===== src/rtl/binary_clock.sv =====
`timescale 1ns/1ps
// binary_clock: BCD time-of-day clock driving a row-scanned 4x4 LED matrix.
// Define H12_EN for 12-hour mode (resets to 12:00, hours run 12,1..11).
module binary_clock #(
    parameter int TICK_DIV = 12000000,
    parameter int SCAN_DIV = 1024
) (
    input  logic       clk,
    input  logic       rst_n,
    output logic       led1,
    output logic       led2,
    output logic       led3,
    output logic       led4,
    output logic [1:0] row,
    output logic       sec_tick
);

    localparam int TW = (TICK_DIV > 1) ? $clog2(TICK_DIV) : 1;
    localparam int SW = (SCAN_DIV > 1) ? $clog2(SCAN_DIV) : 1;
    localparam logic [TW-1:0] TICK_LAST = TW'(TICK_DIV - 1);
    localparam logic [SW-1:0] SCAN_LAST = SW'(SCAN_DIV - 1);

`ifdef H12_EN
    localparam logic [1:0] H1_RST = 2'd1;
    localparam logic [3:0] H0_RST = 4'd2;
`else
    localparam logic [1:0] H1_RST = 2'd0;
    localparam logic [3:0] H0_RST = 4'd0;
`endif

    logic [TW-1:0] presc, presc_next;
    logic [SW-1:0] scan, scan_next;
    logic [5:0]    sec, sec_next;
    logic [3:0]    m0, m0_next;
    logic [2:0]    m1, m1_next;
    logic [3:0]    h0, h0_next;
    logic [1:0]    h1, h1_next;
    logic [1:0]    row_next;
    logic          tick;
    logic [3:0]    d1, d2, d3, d4;

    // Whole seconds->minutes->hours carry chain resolves in the tick cycle.
    always_comb begin
        tick       = (presc == TICK_LAST);
        presc_next = tick ? '0 : presc + TW'(1);
        sec_next   = sec;
        m0_next    = m0;
        m1_next    = m1;
        h0_next    = h0;
        h1_next    = h1;
        if (tick) begin
            if (sec == 6'd59) begin
                sec_next = '0;
                if (m0 == 4'd9) begin
                    m0_next = '0;
                    if (m1 == 3'd5) begin
                        m1_next = '0;
`ifdef H12_EN
                        if (h1 == 2'd1 && h0 == 4'd2) begin
                            h1_next = 2'd0;
                            h0_next = 4'd1;
                        end
`else
                        if (h1 == 2'd2 && h0 == 4'd3) begin
                            h1_next = 2'd0;
                            h0_next = 4'd0;
                        end
`endif
                        else if (h0 == 4'd9) begin
                            h0_next = 4'd0;
                            h1_next = h1 + 2'd1;
                        end else begin
                            h0_next = h0 + 4'd1;
                        end
                    end else begin
                        m1_next = m1 + 3'd1;
                    end
                end else begin
                    m0_next = m0 + 4'd1;
                end
            end else begin
                sec_next = sec + 6'd1;
            end
        end
    end

    // LEDs are fed from next-state digits and row so both change together.
    always_comb begin
        scan_next = (scan == SCAN_LAST) ? '0 : scan + SW'(1);
        row_next  = (scan == SCAN_LAST) ? row + 2'd1 : row;
        d1        = {2'b00, h1_next};
        d2        = h0_next;
        d3        = {1'b0, m1_next};
        d4        = m0_next;
    end

    always_ff @(posedge clk or negedge rst_n) begin
        if (!rst_n) begin
            presc    <= '0;
            scan     <= '0;
            sec      <= '0;
            m0       <= '0;
            m1       <= '0;
            h0       <= H0_RST;
            h1       <= H1_RST;
            row      <= '0;
            sec_tick <= 1'b0;
            led1     <= 1'b0;
            led2     <= 1'b0;
            led3     <= 1'b0;
            led4     <= 1'b0;
        end else begin
            presc    <= presc_next;
            scan     <= scan_next;
            sec      <= sec_next;
            m0       <= m0_next;
            m1       <= m1_next;
            h0       <= h0_next;
            h1       <= h1_next;
            row      <= row_next;
            sec_tick <= tick;
            led1     <= d1[row_next];
            led2     <= d2[row_next];
            led3     <= d3[row_next];
            led4     <= d4[row_next];
        end
    end

endmodule


===== config.mk =====
export PLATFORM = sky130hd
export DESIGN_NAME = binary_clock
export DESIGN_NICKNAME = d
export VERILOG_FILES = /design/src/rtl/binary_clock.sv
export SDC_FILE = /design/constraint.sdc
export NUM_CORES = 1
export LEC_CHECK = 0
export CORE_MARGIN = 4
export CORE_UTILIZATION = 55
export CTS_BUF_LIST = sky130_fd_sc_hd__clkbuf_8
export CTS_CLUSTER_DIAMETER = 50
export DETAILED_ROUTE_END_ITERATION = 8
export MAX_ROUTING_LAYER = met4
export PLACE_DENSITY = 0.7
export SYNTH_ARGS = -nofsm -noshare
export SYNTH_HDL_FRONTEND = slang
export SYNTH_SLANG_ARGS = --single-unit

===== constraint.sdc =====
create_clock -name clk -period 3 [get_ports clk]
set_input_delay 0.6 -clock clk [delete_from_list [all_inputs] [get_ports clk]]
set_output_delay 0.6 -clock clk [all_outputs]
set_load 0.03 [all_outputs]

# Yosys cells after proc, flatten, opt, wreduce, memory -nomap -nowiden
# Cells that the tools add are included.
[word_totals]
out_inout_bits = 7
register_bits = 60
wordCells = 62
[op_classes]
muxes = 31
addsub = 8
n_eq_ne = 8
n_reduce_logical = 1
order_cmp = 1
[ops]
columns = ["op", "count"]
rows = [
  ["4-bit two-way mux", 9],
  ["24-bit by 1-bit adder with 24-bit output, second input constant", 1],
  ["24-bit equality test, second input constant", 1],
  ["24-bit two-way mux", 1],
  ["2-bit two-way mux", 7],
  ["3-bit two-way mux", 4],
  ["10-bit by 1-bit adder with 10-bit output, second input constant", 1],
  ["10-bit equality test, second input constant", 1],
  ["10-bit two-way mux", 1],
  ["4-bit by 1-bit adder with 4-bit output, second input constant", 2],
  ["1-bit binary-select mux with 2-bit select", 4],
  ["4-bit equality test, second input constant", 2],
  ["6-bit by 1-bit adder with 6-bit output, second input constant", 1],
  ["6-bit equality test, second input constant", 1],
  ["6-bit two-way mux", 1],
  ["2-bit by 1-bit adder with 2-bit output, second input constant", 2],
  ["4-bit by 2-bit equality test with 1-bit output, second input constant", 1],
  ["1-bit two-way mux", 4],
  ["3-bit by 1-bit adder with 3-bit output, second input constant", 1],
  ["3-bit equality test, second input constant", 1],
  ["2-bit by 3-bit < comparator with 1-bit output, second input constant", 1],
  ["2-bit equality test, second input constant", 1],
  ["1-bit logical AND", 1],
]

# Logic depth before layout (Yosys ltp)
[logic_depth]
ltp_word = 9
depth_mapped = 9

# Least setup slack after synthesis
# OpenSTA, ideal clock, no wires.
[synth_path]
path_type = "reg-to-reg"
from = "reg sec[0]"
to = "reg led2"
setup_time_ps = 129
path_slack_ps = 752
required_ps = 2871
synth_period_minus_slack_ps = 2248
arrival_ps = 2119
stages_incl_launch_ff = 8
cell_sequence = "dfrtp_1 ha_1 nand2_1 or3_4 or4b_4 o31a_1 a211oi_2 nor4_2"
[synth_via]
elab_chain_len = 5
[synth_lines]
columns = ["element", "line_no", "text"]
rows = [
  ["start: declaration", "33", "logic [5:0] sec, sec_next;"],
  ["start signal: assignment", "115", "sec <= sec_next;"],
  ["6-bit equality test", "52", "if (sec == 6'd59) begin"],
  ["4-bit two-way mux", "52", ""],
  ["4-bit two-way mux", "51", "if (tick) begin"],
  ["1-bit binary-select mux with 2-bit select", "123", "led2 <= d2[row_next];"],
  ["1-bit two-way mux (not written as such)", "123", ""],
  ["end signal: assignment", "123", ""],
  ["end: declaration", "11", "output logic led2,"],
]
# No other way between the ends. The select of a mux whose other input is x is not followed.
# A chain may end at the register's enable or synchronous reset.

# Worst setup path in the final report
# Ends and elaborated chain as after synthesis.

==> results by group <==
Run status
  • Outcome: complete, no violations

Synth
  • Number of enable flip-flop cells after synthesis: 0
  • Area of the mapped netlist: 2995 um^2
  • Synth Flop Type: dfrtp_1
  • Yosys cell types: 56
  • Post-synth top area share: 50.13%
  • Count of yosys warnings during synthesis: 0
  • Ys async rst share: 100.0%
  • Net Count, Synth: 303
  • Dominant cells by area after synthesis: dfrtp_1 (50%), xnor2_1 (5.0%), nor2_1 (3.9%), xor2_1 (3.8%), nand2_1 (3.8%)
  • Top-count cell post-synth: dfrtp_1
  • Mean Syn Cell Area: roughly 10 um^2
  • #FFs+latches synth: 60
  • Post-synthesis sequential area ratio: 50.13%
  • Synth cell count leaders: dfrtp_1 (60), nor2_1 (31), nand2_1 (30)
  • Largest area contributor in the netlist: dfrtp_1
  • Mapped Cells: 295

Power
  • Maximum VDD drop: roughly 0.34 mV
  • Pwr Density: 442.7 nW/um^2
  • LEAKAGE: 1.507 nW

GRT
  • Pin count of the biggest net entering global routing: 61
  • Number of global-route vias before repair: 2158
  • GRT Overall Usage: between 20% and 30%
  • Initial antenna violation count: 0
  • First-pass GRT wire length: 10210 um
  • Remaining Overflow, GRT: 0

STA
  • Fmax: slightly above 0.4 GHz
  • Final Slew Violations: 0
  • Final Critical Period: 2.415 ns
  • Final setup fails: 0
  • Max-slew headroom: 61.93%
  • Setup tns final: 0 ns
  • Worst Tran Pin Value: 0.5711 ns
  • Unrepaired setup endpoints after global routing: false
  • Clock skew: 0.01057 ns
  • Final Hold Fails: 0
  • Period Utilization, post-route: 80.49%

Final layout
  • Final #Nets: 326
  • Layout cells sized above 1: 12.38%
  • Finished layout cell area: 3397 um^2
  • Antenna diode count: 0
  • Layout area overhead: 13.41%
  • Final instance count without filler cells: 393

Setup path
  • CP Max Fanout: 5
  • Reg2reg path depth: 7
  • Worst Path Required: 3.21 ns
  • Setup crit start kind: flip-flop
  • R2r startpoint: sec[0]
  • Crit end category: flip-flop
  • Crit path DAT: 2.62 ns
  • Crit. Startpoint: sec[0]
  • WS Path Type: reg2reg

Placed design
  • I/O Buffers: 8
  • RePlAce Congestion: 0.8835
  • Area of placed instances: roughly 3200 um^2
  • HPWL Detailed: 3930 um
  • Placed Cells: 377

Route
  • Vias per inst: 5.567
  • DRT iter0 DRCs: 169
  • Routed via count: roughly 2200
  • # DRC: 0
  • Pre-Repair DR Iteration Count: 4
  • Final wirelength: around 5700 um
  • Final antenna-violating net count: 0
  • WL/cell: 14.38 um

Clocking
  • Clock sink count: 60
  • Number of H-tree levels: 3
  • Post-CTS setup repair buffer count: 0
  • Clock tree buffer depth: 2
  • Inserted Clock Buffers: 9
  • Clock Tree Root: clkbuf_8
  • CTS tree: yes
  • Hold-fix buffers, CTS: 0
  • Worst-Skew Late Latency: roughly 0.34 ns
  • CTS clk-pin slew, worst paths: 0.07 ns
  • Number of gates resized after CTS: 0

Hold path
  • Worst min path class: in2async

Floorplan
  • Die Span X: 81.80 um
  • Row count: 26
  • Initial core utilization: a little under three fifths
  • IO Count: 9
  • Core box area: ~5200 um^2
  • Die ar.: between 6000 and 7000 um^2
  • Die Y-Extent: 81.80 um

Run
  • MaxCap Viol Count: 0
cells in the final DEF (no fill, tap or decap), types with 2 or more instances in the layout:
master / synthesis / final
dfrtp_1: 60 / 60
nand3_1: 21 / 21
a21boi_0: 3 / 3
buf_4: 0 / 7
and3_1: 9 / 9
o221ai_1: 2 / 2
nor4_1: 2 / 2
clkdlybuf4s50_1: 0 / 7
a21oi_1: 4 / 4
mux2_2: 2 / 2
xnor2_1: 17 / 17
nor2b_1: 3 / 3
and4_1: 5 / 5
clkinv_2: 0 / 3
a22o_1: 2 / 2
clkbuf_8: 0 / 9
or3_1: 2 / 2
mux2i_1: 2 / 2
o21ai_0: 14 / 14
nand2b_1: 3 / 3
xor2_1: 13 / 13
a31oi_1: 2 / 2
nand4_1: 10 / 10
nor3_1: 2 / 2
a211oi_1: 2 / 2
ha_1: 6 / 6
nor3b_1: 2 / 2
o31ai_1: 3 / 3
nor4_2: 2 / 2
nor2_1: 31 / 31
inv_1: 10 / 12
or2_2: 3 / 3
nand2_1: 30 / 30
per-stage QoR:
| stage | setup WS (ns) | hold slack (ns) | util, % | power (W) |
|---|---|---|---|---|
| 2_1_floorplan | 0.7517 | 0.3044 | - | 0.0008243 |
| 3_3_place_gp | 0.6868 | 0.4462 | 61.73 | 0.0008440 |
| 3_5_place_dp | 0.6091 | 0.4569 | 61.73 | 0.0008443 |
| 4_1_cts | 0.5929 | 0.2653 | 65.26 | 0.001526 |
| 5_1_grt | 0.4209 | 0.2694 | 65.26 | 0.001566 |
| 6_report | 0.5853 | 0.2562 | 65.26 | 0.001504 |
layout make-up:
type | count | area [um^2]
timing repair buffer | 16 | 147.6
sequential | 60 | 1501
tap | 70 | 87.58
inverter | 10 | 37.54
clock buffer | 9 | 123.9
clock inverter | 7 | 60.06
multi-input combinational | 221 | 1439
fill | 429 | 1808
registers in the layout, indices dropped and copies added, names as in the netlist:
register	flops
h0	4
h1	2
led1	1
led2	1
led3	1
led4	1
m0	4
m1	3
presc	24
row	2
scan	10
sec	6
sec_tick	1
per-layer routing:
layer / vias to the layer above / global-route usage, % / share of wire, %
li1: 1106 / - / -
met1: 1047 / 28.65 / 49
met2: 29 / 29.97 / 46
met3: 6 / 4.715 / 3.3
met4: 0 / 8.970 / 1.4
met5: - / - / 0
worst max-delay path, cell delays in order, from the launching register on:
cell	delay, ns
dfrtp_1	0.41
ha_1	0.25
nand2_1	0.10
or3_4	0.38
or4b_4	0.53
o31a_1	0.33
a211oi_2	0.22
nor4_2	0.07
power breakdown:
group | leakage [nW] | internal, W | switching (W)
logic | 0.596 | 0.00000323 | 0.0000150
clock network | 0.101 | 0.000373 | 0.000304
registers | 0.810 | 0.000809 | 0
worst paths after layout:
check,to,slack (ns)
worst min register to register,presc[0],0.46
worst min-delay path,presc[17],0.26
min in group clk,presc[0],0.46
worst max register to register,led2,0.59
worst max-delay path,led2,0.59
max in group asynchronous,presc[0],2.48
cell families after synthesis:
family / after synthesis / synth area share [%]
muxes: 4 / 1.420
adders and majority gates: 6 / 2.506
AOI/OAI and AO/OA: 43 / 9.984
buffers and inverters: 14 / 1.838
DFF: 60 / 50.13
and+or+nand+nor: 138 / 25.36
xor gates and xnor gates: 30 / 8.772
(Power assumes the default switching activity.)
